**src/rtl/cp0_interrupt_unit_pkg.sv**
```systemverilog
// Shared constants for the CP0 interrupt block: register numbers, default
// handler vectors and the default source count.
package cp0_pkg;
  localparam int          CP0_N_SRC = 3;

  localparam logic [4:0]  CP0_EPC   = 5'h0e;
  localparam logic [4:0]  CP0_PEND  = 5'h0d;
  localparam logic [4:0]  CP0_DIS   = 5'h16;
  localparam logic [4:0]  CP0_MASK  = 5'h17;

  localparam logic [31:0] CP0_VEC2  = 32'h0000_0400;
  localparam logic [31:0] CP0_VEC1  = 32'h0000_0600;
  localparam logic [31:0] CP0_VEC0  = 32'h0000_0800;
endpackage

```
**src/rtl/cp0_interrupt_unit_if.sv**
```systemverilog
// ID-stage <-> CP0 signal bundle. master = ID stage, slave = CP0 block.
interface cp0_interrupt_unit_if;
  // Handshake: ID raises take_en when its instruction may be replaced. CP0
  // answers combinationally with irq_take. A redirect happens only in a cycle
  // where both take_en and irq_take are high, and it commits on that clock edge.
  logic        take_en;
  logic [31:0] resume_pc;
  logic        exce_ret;
  logic        cp0_we;
  logic [4:0]  cp0_addr;
  logic [31:0] cp0_wdata;
  logic [31:0] cp0_rdata;
  logic        irq_take;
  logic [31:0] irq_target;
  logic [31:0] epc;
  logic        irq_disable;

  modport master (
    output take_en, resume_pc, exce_ret, cp0_we, cp0_addr, cp0_wdata,
    input  cp0_rdata, irq_take, irq_target, epc, irq_disable
  );

  modport slave (
    input  take_en, resume_pc, exce_ret, cp0_we, cp0_addr, cp0_wdata,
    output cp0_rdata, irq_take, irq_target, epc, irq_disable
  );
endinterface

```
**src/rtl/cp0_interrupt_unit_irq_sync_edge.sv**
```systemverilog
// Two-flop synchroniser for one async interrupt line, plus a delay flop
// that turns the synchronised level into a one-cycle rising-edge pulse.
module irq_sync_edge (
  input  logic clk,
  input  logic rst_n,
  input  logic irq_async,
  output logic irq_edge
);
  logic s1, s2, s3;

  always_ff @(posedge clk or negedge rst_n) begin
    if (!rst_n) begin
      s1 <= 1'b0;
      s2 <= 1'b0;
      s3 <= 1'b0;
    end else begin
      s1 <= irq_async;
      s2 <= s1;
      s3 <= s2;
    end
  end

  assign irq_edge = s2 & ~s3;
endmodule

```
**src/rtl/cp0_interrupt_unit.sv**
```systemverilog
// CP0 interrupt unit: edge-latched pending requests, mask/disable gating,
// fixed-priority selection, EPC save and mtc0/mfc0/eret register handling.
module cp0_interrupt_unit
  import cp0_pkg::*;
#(
  parameter int                 N_SRC    = CP0_N_SRC,
  parameter logic [31:0]        VEC2     = CP0_VEC2,
  parameter logic [31:0]        VEC1     = CP0_VEC1,
  parameter logic [31:0]        VEC0     = CP0_VEC0,
  parameter logic [N_SRC-1:0]   MASK_RST = '1
) (
  input  logic              clk,
  input  logic              rst_n,
  input  logic [N_SRC-1:0]  irq_in,
  cp0_interrupt_unit_if.slave bus
);
  localparam int SEL_W = (N_SRC > 1) ? $clog2(N_SRC) : 1;

  logic [N_SRC-1:0] irq_edge;
  logic [N_SRC-1:0] pending_q;
  logic [N_SRC-1:0] mask_q;
  logic             dis_q;
  logic [31:0]      epc_q;

  logic [N_SRC-1:0] eligible;
  logic [N_SRC-1:0] clr;
  logic [SEL_W-1:0] sel;
  logic             take;
  logic [31:0]      target;

  for (genvar g = 0; g < N_SRC; g++) begin : g_sync
    irq_sync_edge u_sync (
      .clk       (clk),
      .rst_n     (rst_n),
      .irq_async (irq_in[g]),
      .irq_edge  (irq_edge[g])
    );
  end

  assign eligible = pending_q & mask_q & {N_SRC{~dis_q}};
  assign take     = (|eligible) & bus.take_en & ~bus.exce_ret;

  // Ascending scan: the last eligible index seen is the highest priority one.
  always_comb begin
    sel = '0;
    for (int i = 0; i < N_SRC; i++) begin
      if (eligible[i]) sel = i[SEL_W-1:0];
    end
  end

  always_comb begin
    target = 32'h0;
    clr    = '0;
    if (take) begin
      clr[sel] = 1'b1;
      if (sel == SEL_W'(2))      target = VEC2;
      else if (sel == SEL_W'(1)) target = VEC1;
      else                       target = VEC0;
    end
  end

  always_ff @(posedge clk or negedge rst_n) begin
    if (!rst_n) begin
      pending_q <= '0;
      mask_q    <= MASK_RST;
      dis_q     <= 1'b0;
      epc_q     <= 32'h0;
    end else begin
      // A fresh edge on a source overrides its clear in the same cycle.
      pending_q <= irq_edge | (pending_q & ~clr);
      if (bus.cp0_we && bus.cp0_addr == CP0_MASK)
        mask_q <= bus.cp0_wdata[N_SRC-1:0];
      if (take) begin
        dis_q <= 1'b1;
        epc_q <= bus.resume_pc;
      end else begin
        if (bus.exce_ret)
          dis_q <= 1'b0;
        else if (bus.cp0_we && bus.cp0_addr == CP0_DIS)
          dis_q <= bus.cp0_wdata[0];
        if (bus.cp0_we && bus.cp0_addr == CP0_EPC)
          epc_q <= bus.cp0_wdata;
      end
    end
  end

  always_comb begin
    bus.cp0_rdata = 32'h0;
    case (bus.cp0_addr)
      CP0_DIS:  bus.cp0_rdata = {31'b0, dis_q};
      CP0_MASK: bus.cp0_rdata = 32'(mask_q);
      CP0_EPC:  bus.cp0_rdata = epc_q;
      CP0_PEND: bus.cp0_rdata = 32'(pending_q);
      default:  bus.cp0_rdata = 32'h0;
    endcase
  end

  assign bus.irq_take    = take;
  assign bus.irq_target  = target;
  assign bus.epc         = epc_q;
  assign bus.irq_disable = dis_q;
endmodule

```
**src/flat_wrapper.sv**
```systemverilog
// flat-port wrapper written by rule: the top's interface ports become plain ports
module cp0_interrupt_unit_flat import cp0_pkg::*;
#(
  parameter int                 N_SRC    = CP0_N_SRC,
  parameter logic [31:0]        VEC2     = CP0_VEC2,
  parameter logic [31:0]        VEC1     = CP0_VEC1,
  parameter logic [31:0]        VEC0     = CP0_VEC0,
  parameter logic [N_SRC-1:0]   MASK_RST = '1
)
  (clk, rst_n, irq_in, bus_take_en, bus_resume_pc, bus_exce_ret, bus_cp0_we, bus_cp0_addr, bus_cp0_wdata, bus_cp0_rdata, bus_irq_take, bus_irq_target, bus_epc, bus_irq_disable);
  cp0_interrupt_unit_if bus_i ();
  input  logic clk;
  input  logic rst_n;
  input  logic [N_SRC-1:0] irq_in;
  input wire logic [$bits(bus_i.take_en)-1:0] bus_take_en;
  input wire logic [$bits(bus_i.resume_pc)-1:0] bus_resume_pc;
  input wire logic [$bits(bus_i.exce_ret)-1:0] bus_exce_ret;
  input wire logic [$bits(bus_i.cp0_we)-1:0] bus_cp0_we;
  input wire logic [$bits(bus_i.cp0_addr)-1:0] bus_cp0_addr;
  input wire logic [$bits(bus_i.cp0_wdata)-1:0] bus_cp0_wdata;
  output wire logic [$bits(bus_i.cp0_rdata)-1:0] bus_cp0_rdata;
  output wire logic [$bits(bus_i.irq_take)-1:0] bus_irq_take;
  output wire logic [$bits(bus_i.irq_target)-1:0] bus_irq_target;
  output wire logic [$bits(bus_i.epc)-1:0] bus_epc;
  output wire logic [$bits(bus_i.irq_disable)-1:0] bus_irq_disable;
  assign bus_i.take_en = bus_take_en;
  assign bus_i.resume_pc = bus_resume_pc;
  assign bus_i.exce_ret = bus_exce_ret;
  assign bus_i.cp0_we = bus_cp0_we;
  assign bus_i.cp0_addr = bus_cp0_addr;
  assign bus_i.cp0_wdata = bus_cp0_wdata;
  assign bus_cp0_rdata = bus_i.cp0_rdata;
  assign bus_irq_take = bus_i.irq_take;
  assign bus_irq_target = bus_i.irq_target;
  assign bus_epc = bus_i.epc;
  assign bus_irq_disable = bus_i.irq_disable;
  cp0_interrupt_unit #(.N_SRC(N_SRC), .VEC2(VEC2), .VEC1(VEC1), .VEC0(VEC0), .MASK_RST(MASK_RST)) u_core (.clk(clk), .rst_n(rst_n), .irq_in(irq_in), .bus(bus_i));
endmodule
```
**config.mk**
```make
export PLATFORM = sky130hd
export DESIGN_NAME = cp0_interrupt_unit_flat
export DESIGN_NICKNAME = d
export VERILOG_FILES = /design/src/rtl/cp0_interrupt_unit_pkg.sv /design/src/rtl/cp0_interrupt_unit_if.sv /design/src/rtl/cp0_interrupt_unit_irq_sync_edge.sv /design/src/rtl/cp0_interrupt_unit.sv /design/src/flat_wrapper.sv
export SDC_FILE = /design/constraint.sdc
export NUM_CORES = 1
export LEC_CHECK = 0
export CORE_MARGIN = 3
export CORE_UTILIZATION = 36
export DETAILED_ROUTE_END_ITERATION = 7
export PLACE_DENSITY = 0.81
export SYNTH_ARGS = -nofsm -noshare
export SYNTH_HDL_FRONTEND = slang
export SYNTH_SLANG_ARGS = --single-unit
```
**constraint.sdc**
```tcl
create_clock -name clk -period 1.92 [get_ports clk]
set_clock_uncertainty 0.05 [all_clocks]
set_input_delay 0.192 -clock clk [delete_from_list [all_inputs] [get_ports clk]]
set_output_delay 0.192 -clock clk [all_outputs]
set_load 0.01 [all_outputs]
```
* Word level (Yosys, flattened, before mapping) *
Index checks and enable logic that the tools add are counted.

cells by class
  $lt $le $gt $ge = 2
  eq/ne operators = 6
  mux-type cells = 14
  bitwise gates (word level) = 15
  reductions and logical operators = 7

operator list
  cell                                                  count
  2-to-1 mux 32 bit                                     4
  one-hot mux 32 bit (4 select lines)                   1
  2-to-1 mux 12 bit                                     1
  equality test 5 x 4 -> 1 bit (second input constant)  2
  equality test 5 bit (second input constant)           2
  bitwise AND 3 bit                                     3
  bitwise AND 1 bit                                     5
  2-to-1 mux 1 bit                                      5
  inverter 1 bit                                        5
  logical AND 1 bit                                     4
  < comparator 2 x 3 -> 1 bit (second input constant)   1
  2-to-1 mux 3 bit                                      1
  inverter 3 bit                                        1
  bitwise OR 3 bit                                      1
  nonzero test 3 bit                                    1
  OR reduction 3 bit                                    1
  demux 1 bit (select 2 bit)                            1
  equality test 2 x 1 -> 1 bit (second input constant)  1
  equality test 2 bit (second input constant)           1
  >= comparator 2 x 1 -> 1 bit (second input constant)  1
  2-to-1 mux 2 bit                                      1
  nonzero test 2 bit                                    1

word-level totals
  flip-flop bits (word level) = 48
  bits of input ports = 77
  output and inout port bits = 98

* Longest topological paths before layout *
  depth after elaboration = 12
  depth in mapped cells = 6

* Cells and area by module *
A second synthesis with hierarchy kept.

unflattened totals
  cells, all modules = 317
  area total of the unflattened synthesis = 2937.8 um2

by module, submodules not included
  module              times used  cells each  area an instance (um2)  seq. area each (um2)
  cp0_interrupt_unit  1           305         2671.3                  979.7
  irq_sync_edge       3           4           88.8                    75.1

* Worst setup path before layout *
No wires, ideal clock.

  path type = register to output
  start = register u_core.mask_q[0]
  end = output port bus_irq_target[11]
  data arrival time = 1.341 ns
  data required time = 1.678 ns
  path slack = 0.337 ns
  cell stages (with the launch flop) = 5
  path through = dfstp_2 > nand2_1 > a311oi_4 > buf_6 > nor2b_1

between the ends
  word-level cells in the longest chain between the ends = 6

ends and longest elaborated chain
  element                          line                      text
  start: declaration               cp0_interrupt_unit.sv:21  logic [N_SRC-1:0] mask_q;
  start signal: assignment         cp0_interrupt_unit.sv:72  mask_q <= bus.cp0_wdata[N_SRC-1:0];
  bitwise AND 3 bit (2 in series)  cp0_interrupt_unit.sv:40  assign eligible = pending_q & mask_q & {N_SRC{~dis_q}};
  OR reduction 3 bit               cp0_interrupt_unit.sv:41  assign take = (|eligible) & bus.take_en & ~bus.exce_ret;
  bitwise AND 1 bit (2 in series)  cp0_interrupt_unit.sv:41
  2-to-1 mux 32 bit                cp0_interrupt_unit.sv:54  if (take) begin
  end: declaration                 flat_wrapper.sv:23        output wire logic [$bits(bus_i.irq_target)-1:0] bus_irq_target;

Every way passes these cells.

* Worst setup path in the final report *
  start = input port bus_cp0_addr[0]
  end = output port bus_cp0_rdata[8]

between the ends
  word-level cells in the longest chain between the ends = 2
  elaborated cells on any way between the ends = 5

ends and longest elaborated chain
  element                                                              line                      text
  start: declaration                                                   flat_wrapper.sv:19        input wire logic [$bits(bus_i.cp0_addr)-1:0] bus_cp0_addr;
  equality test 5 x 4 -> 1 bit or equality test 5 bit (tied branches)  cp0_interrupt_unit.sv:89  case (bus.cp0_addr)
  one-hot mux 32 bit (4 select lines) (*)                              cp0_interrupt_unit.sv:89
  end: declaration                                                     flat_wrapper.sv:21        output wire logic [$bits(bus_i.cp0_rdata)-1:0] bus_cp0_rdata;

Mark *: on every way between the ends. The rest lies on a longest branch, timed or not.

==> results.toml <==
[die]
coreArea_sq_um = 6944
die_w_um = 91.39
die_area_sq_um = 8352
rows = 30
io_pins = 175
die_h_um = 91.39
start_util = 0.3780

[min_path]
min_to = "u_core.g_sync[1].u_sync.s1$_DFF_PN0_"
hold_class = "in -> reg"
worstHoldPathCells = 1
hp-start = "irq_in[1]"

[grt]
antenna_found_initial = 0
overflow = 0
grt_max_degree = 49
grt_first_pass_wirelength_mm = 12.21
grt_usage = 0.1822
first_global_vias = 2439

[timing]
slew_viol_final = 0
hold_violations = 0
setup_viol = 0
final.min_clock_period_ns = 1.888
max_freq_mhz = 529.5
fin_hold_ws_ns = 0.2719
setup-tns-final_ns = 0
min_period_over_period = 0.9836
rsz0062_at_grt = "true"

[critical_path]
crit_arrival_ns = 1.65
regToRegEndpoint = "u_core.bus.epc[4]$_DFFE_PN0P_"
cp.required_ns = 1.68
r2r_cells = 6
crit_family = "buffers and inverters"
cp_max_fo = 13
max_stage_delay_ns = 0.45
path_buf_inv = 3
critPathSlowestCell = "clkdlybuf4s50_1"
r2r_start = "u_core.mask_q[1]$_DFFE_PN1P_"
reg2reg_setup_slack_ns = 0.12
crit_path_start_kind = "primary input"
endpoint_kind = "output port"
crit_chain = "clkdlybuf4s50_1 -> nand3b_1 -> nor2_2 -> buf_6 -> and2_1 -> dlygate4sd2_1"
critPathKind = "in -> out"

[routing]
num_vias = 2366
initialDrtViolationCount = 66
drt_wl_total_mm = 7.516
post_drt_wl_per_cell_um = 14.48
ant_nets = 0
firstDrtPassIters = 4
remaining_drc_errors = 0
viasPerCell = 4.559

[layout]
layout-drive-gt1-share = 0.1158
final_util = 0.6178
antenna_cells = 0
nets = 499
area_delta_synth_final_pct = 63.44
final_area_sq_um = 4290

[place]
portBuffers = 145
placed_area_sq_um = 4140
place_congestion = 0.8313
hpwl_mm = 5.765

[clock_tree]
cts_max_level = 2
cts_buffers = 5
clk_latency_ns = 0.30
path_clk_slew_ns = 0.09
clk_path_buf_depth = 2
clockRootBuffer = "clkbuf_8"
clock-sinks = 48
cts_tree = "built"

[yosys]
ys_seq_area_frac = 0.4590
ys_ff_latch = 48
netlist_area_sq_um = 2625
yosysMostFrequentCell = "dfrtp_1"
netlist_top_cells_area = "dfrtp_1, mux2i_1, buf_4, and2_1, nand2_1"
synth_top_area_frac = 0.4290
yosys.area.top_type = "dfrtp_1"
ys_types = 31
synthTopCellsByCount = "dfrtp_1, nand2_1, mux2i_1"
synth_cells = 265
syn_avg_cell_area_sq_um = 9.906
synth_edf_count = 0
yosys_warnings = 0
ys_async_sr_fraction = 1.000
synth_ff_type = "dfrtp_1"

[power]
total_power_mw = 4.194
ir_worst_vdd_mv = 0.4327
powerDensity_nw_per_um2 = 977.7
p_leak_nw = 1.841

[job]
cap_violations = 0

[outcome]
status = "finished, final reports clean"
## state kept, by name, summed over array words and instances (netlist names)
| name | cells |
|---|---|
| u_core.bus.epc | 32 |
| u_core.bus.irq_disable | 1 |
| u_core.g_sync.u_sync.s1 | 3 |
| u_core.g_sync.u_sync.s2 | 3 |
| u_core.g_sync.u_sync.s3 | 3 |
| u_core.mask_q | 3 |
| u_core.pending_q | 3 |
## how the worst max path moves through the flow
stage	cells after the start	to	start	slack (ns)
finish	6	bus_cp0_rdata[8]	bus_cp0_addr[0]	0.03
global route	5	bus_irq_target[9]	u_core.mask_q[1]$_DFFE_PN1P_	-0.04
CTS	5	bus_irq_target[11]	u_core.mask_q[1]$_DFFE_PN1P_	0.03
detailed placement	6	bus_cp0_rdata[0]	bus_cp0_addr[4]	-0.26
global placement	5	bus_irq_target[9]	bus_exce_ret	-0.22
floorplan	4	bus_irq_target[11]	u_core.mask_q[0]$_DFFE_PN1P_	0.34
## worst reg2reg max path, cell delays in order (launching register included)
cell and delay, ns:
dfstp_2 0.56, nand2_4 0.07, a311oi_4 0.27, buf_4 0.16, buf_4 0.11, buf_4 0.28
o21ai_0 0.16
## per-layer routing
layer,routed length (um),GRT usage
met5,0,0
met4,73,0.04271
met3,435,0.04557
met2,3894,0.3177
met1,3112,0.2247
## metrics by stage
stage,std cells,setup WS (ns)
5_1_grt,519,-0.04198
3_5_place_dp,508,-0.2601
4_1_cts,519,0.02747
6_report,519,0.03153
3_3_place_gp,508,-0.2189
2_1_floorplan,293,0.3370
## report_power, final
group / total [mW] / switching, mW / internal [mW]
registers: 1.72 / 0.318 / 1.40
logic: 1.75 / 0.713 / 1.04
clock network: 0.728 / 0.343 / 0.385
## cell type report
type / instances / area [sq um]
clock buffer: 5 / 68.82
sequential: 48 / 1205
timing repair buffer: 164 / 1602
fill: 593 / 2654
tap: 96 / 120.1
multi-input combinational: 199 / 1237
clock inverter: 3 / 42.54
inverter: 4 / 15.01
## cell usage in the layout (no fill, tap or decap), drive strengths merged, types with 4 or more instances in the layout
| cell | instances |
|---|---|
| clkdlybuf4s50 | 106 |
| o21ai | 38 |
| clkbuf | 5 |
| dlygate4sd2 | 24 |
| conb | 29 |
| nand2 | 44 |
| inv | 4 |
| dfrtp | 45 |
| buf | 22 |
| and2 | 29 |
| mux2i | 33 |
| clkdlybuf4s15 | 11 |
## logic make-up after synthesis
logic type	Yosys count	synth area share
compound gates	45	0.09914
buf+inv	46	0.1263
flops	48	0.4590
mux	36	0.1387
other cells	1	0.001429
simple gates	89	0.1754
## repair_timing
action / 4_1_cts / 5_1_grt
endpoints found under the setup margin: 36 / 31
hold buffers: 1 / 0
buffers inserted: 2 / 0
resized for setup: 55 / 18
pin swaps: 2 / 1
endpoints found under the hold margin: 45 / 0
(Power assumes the default switching activity.)
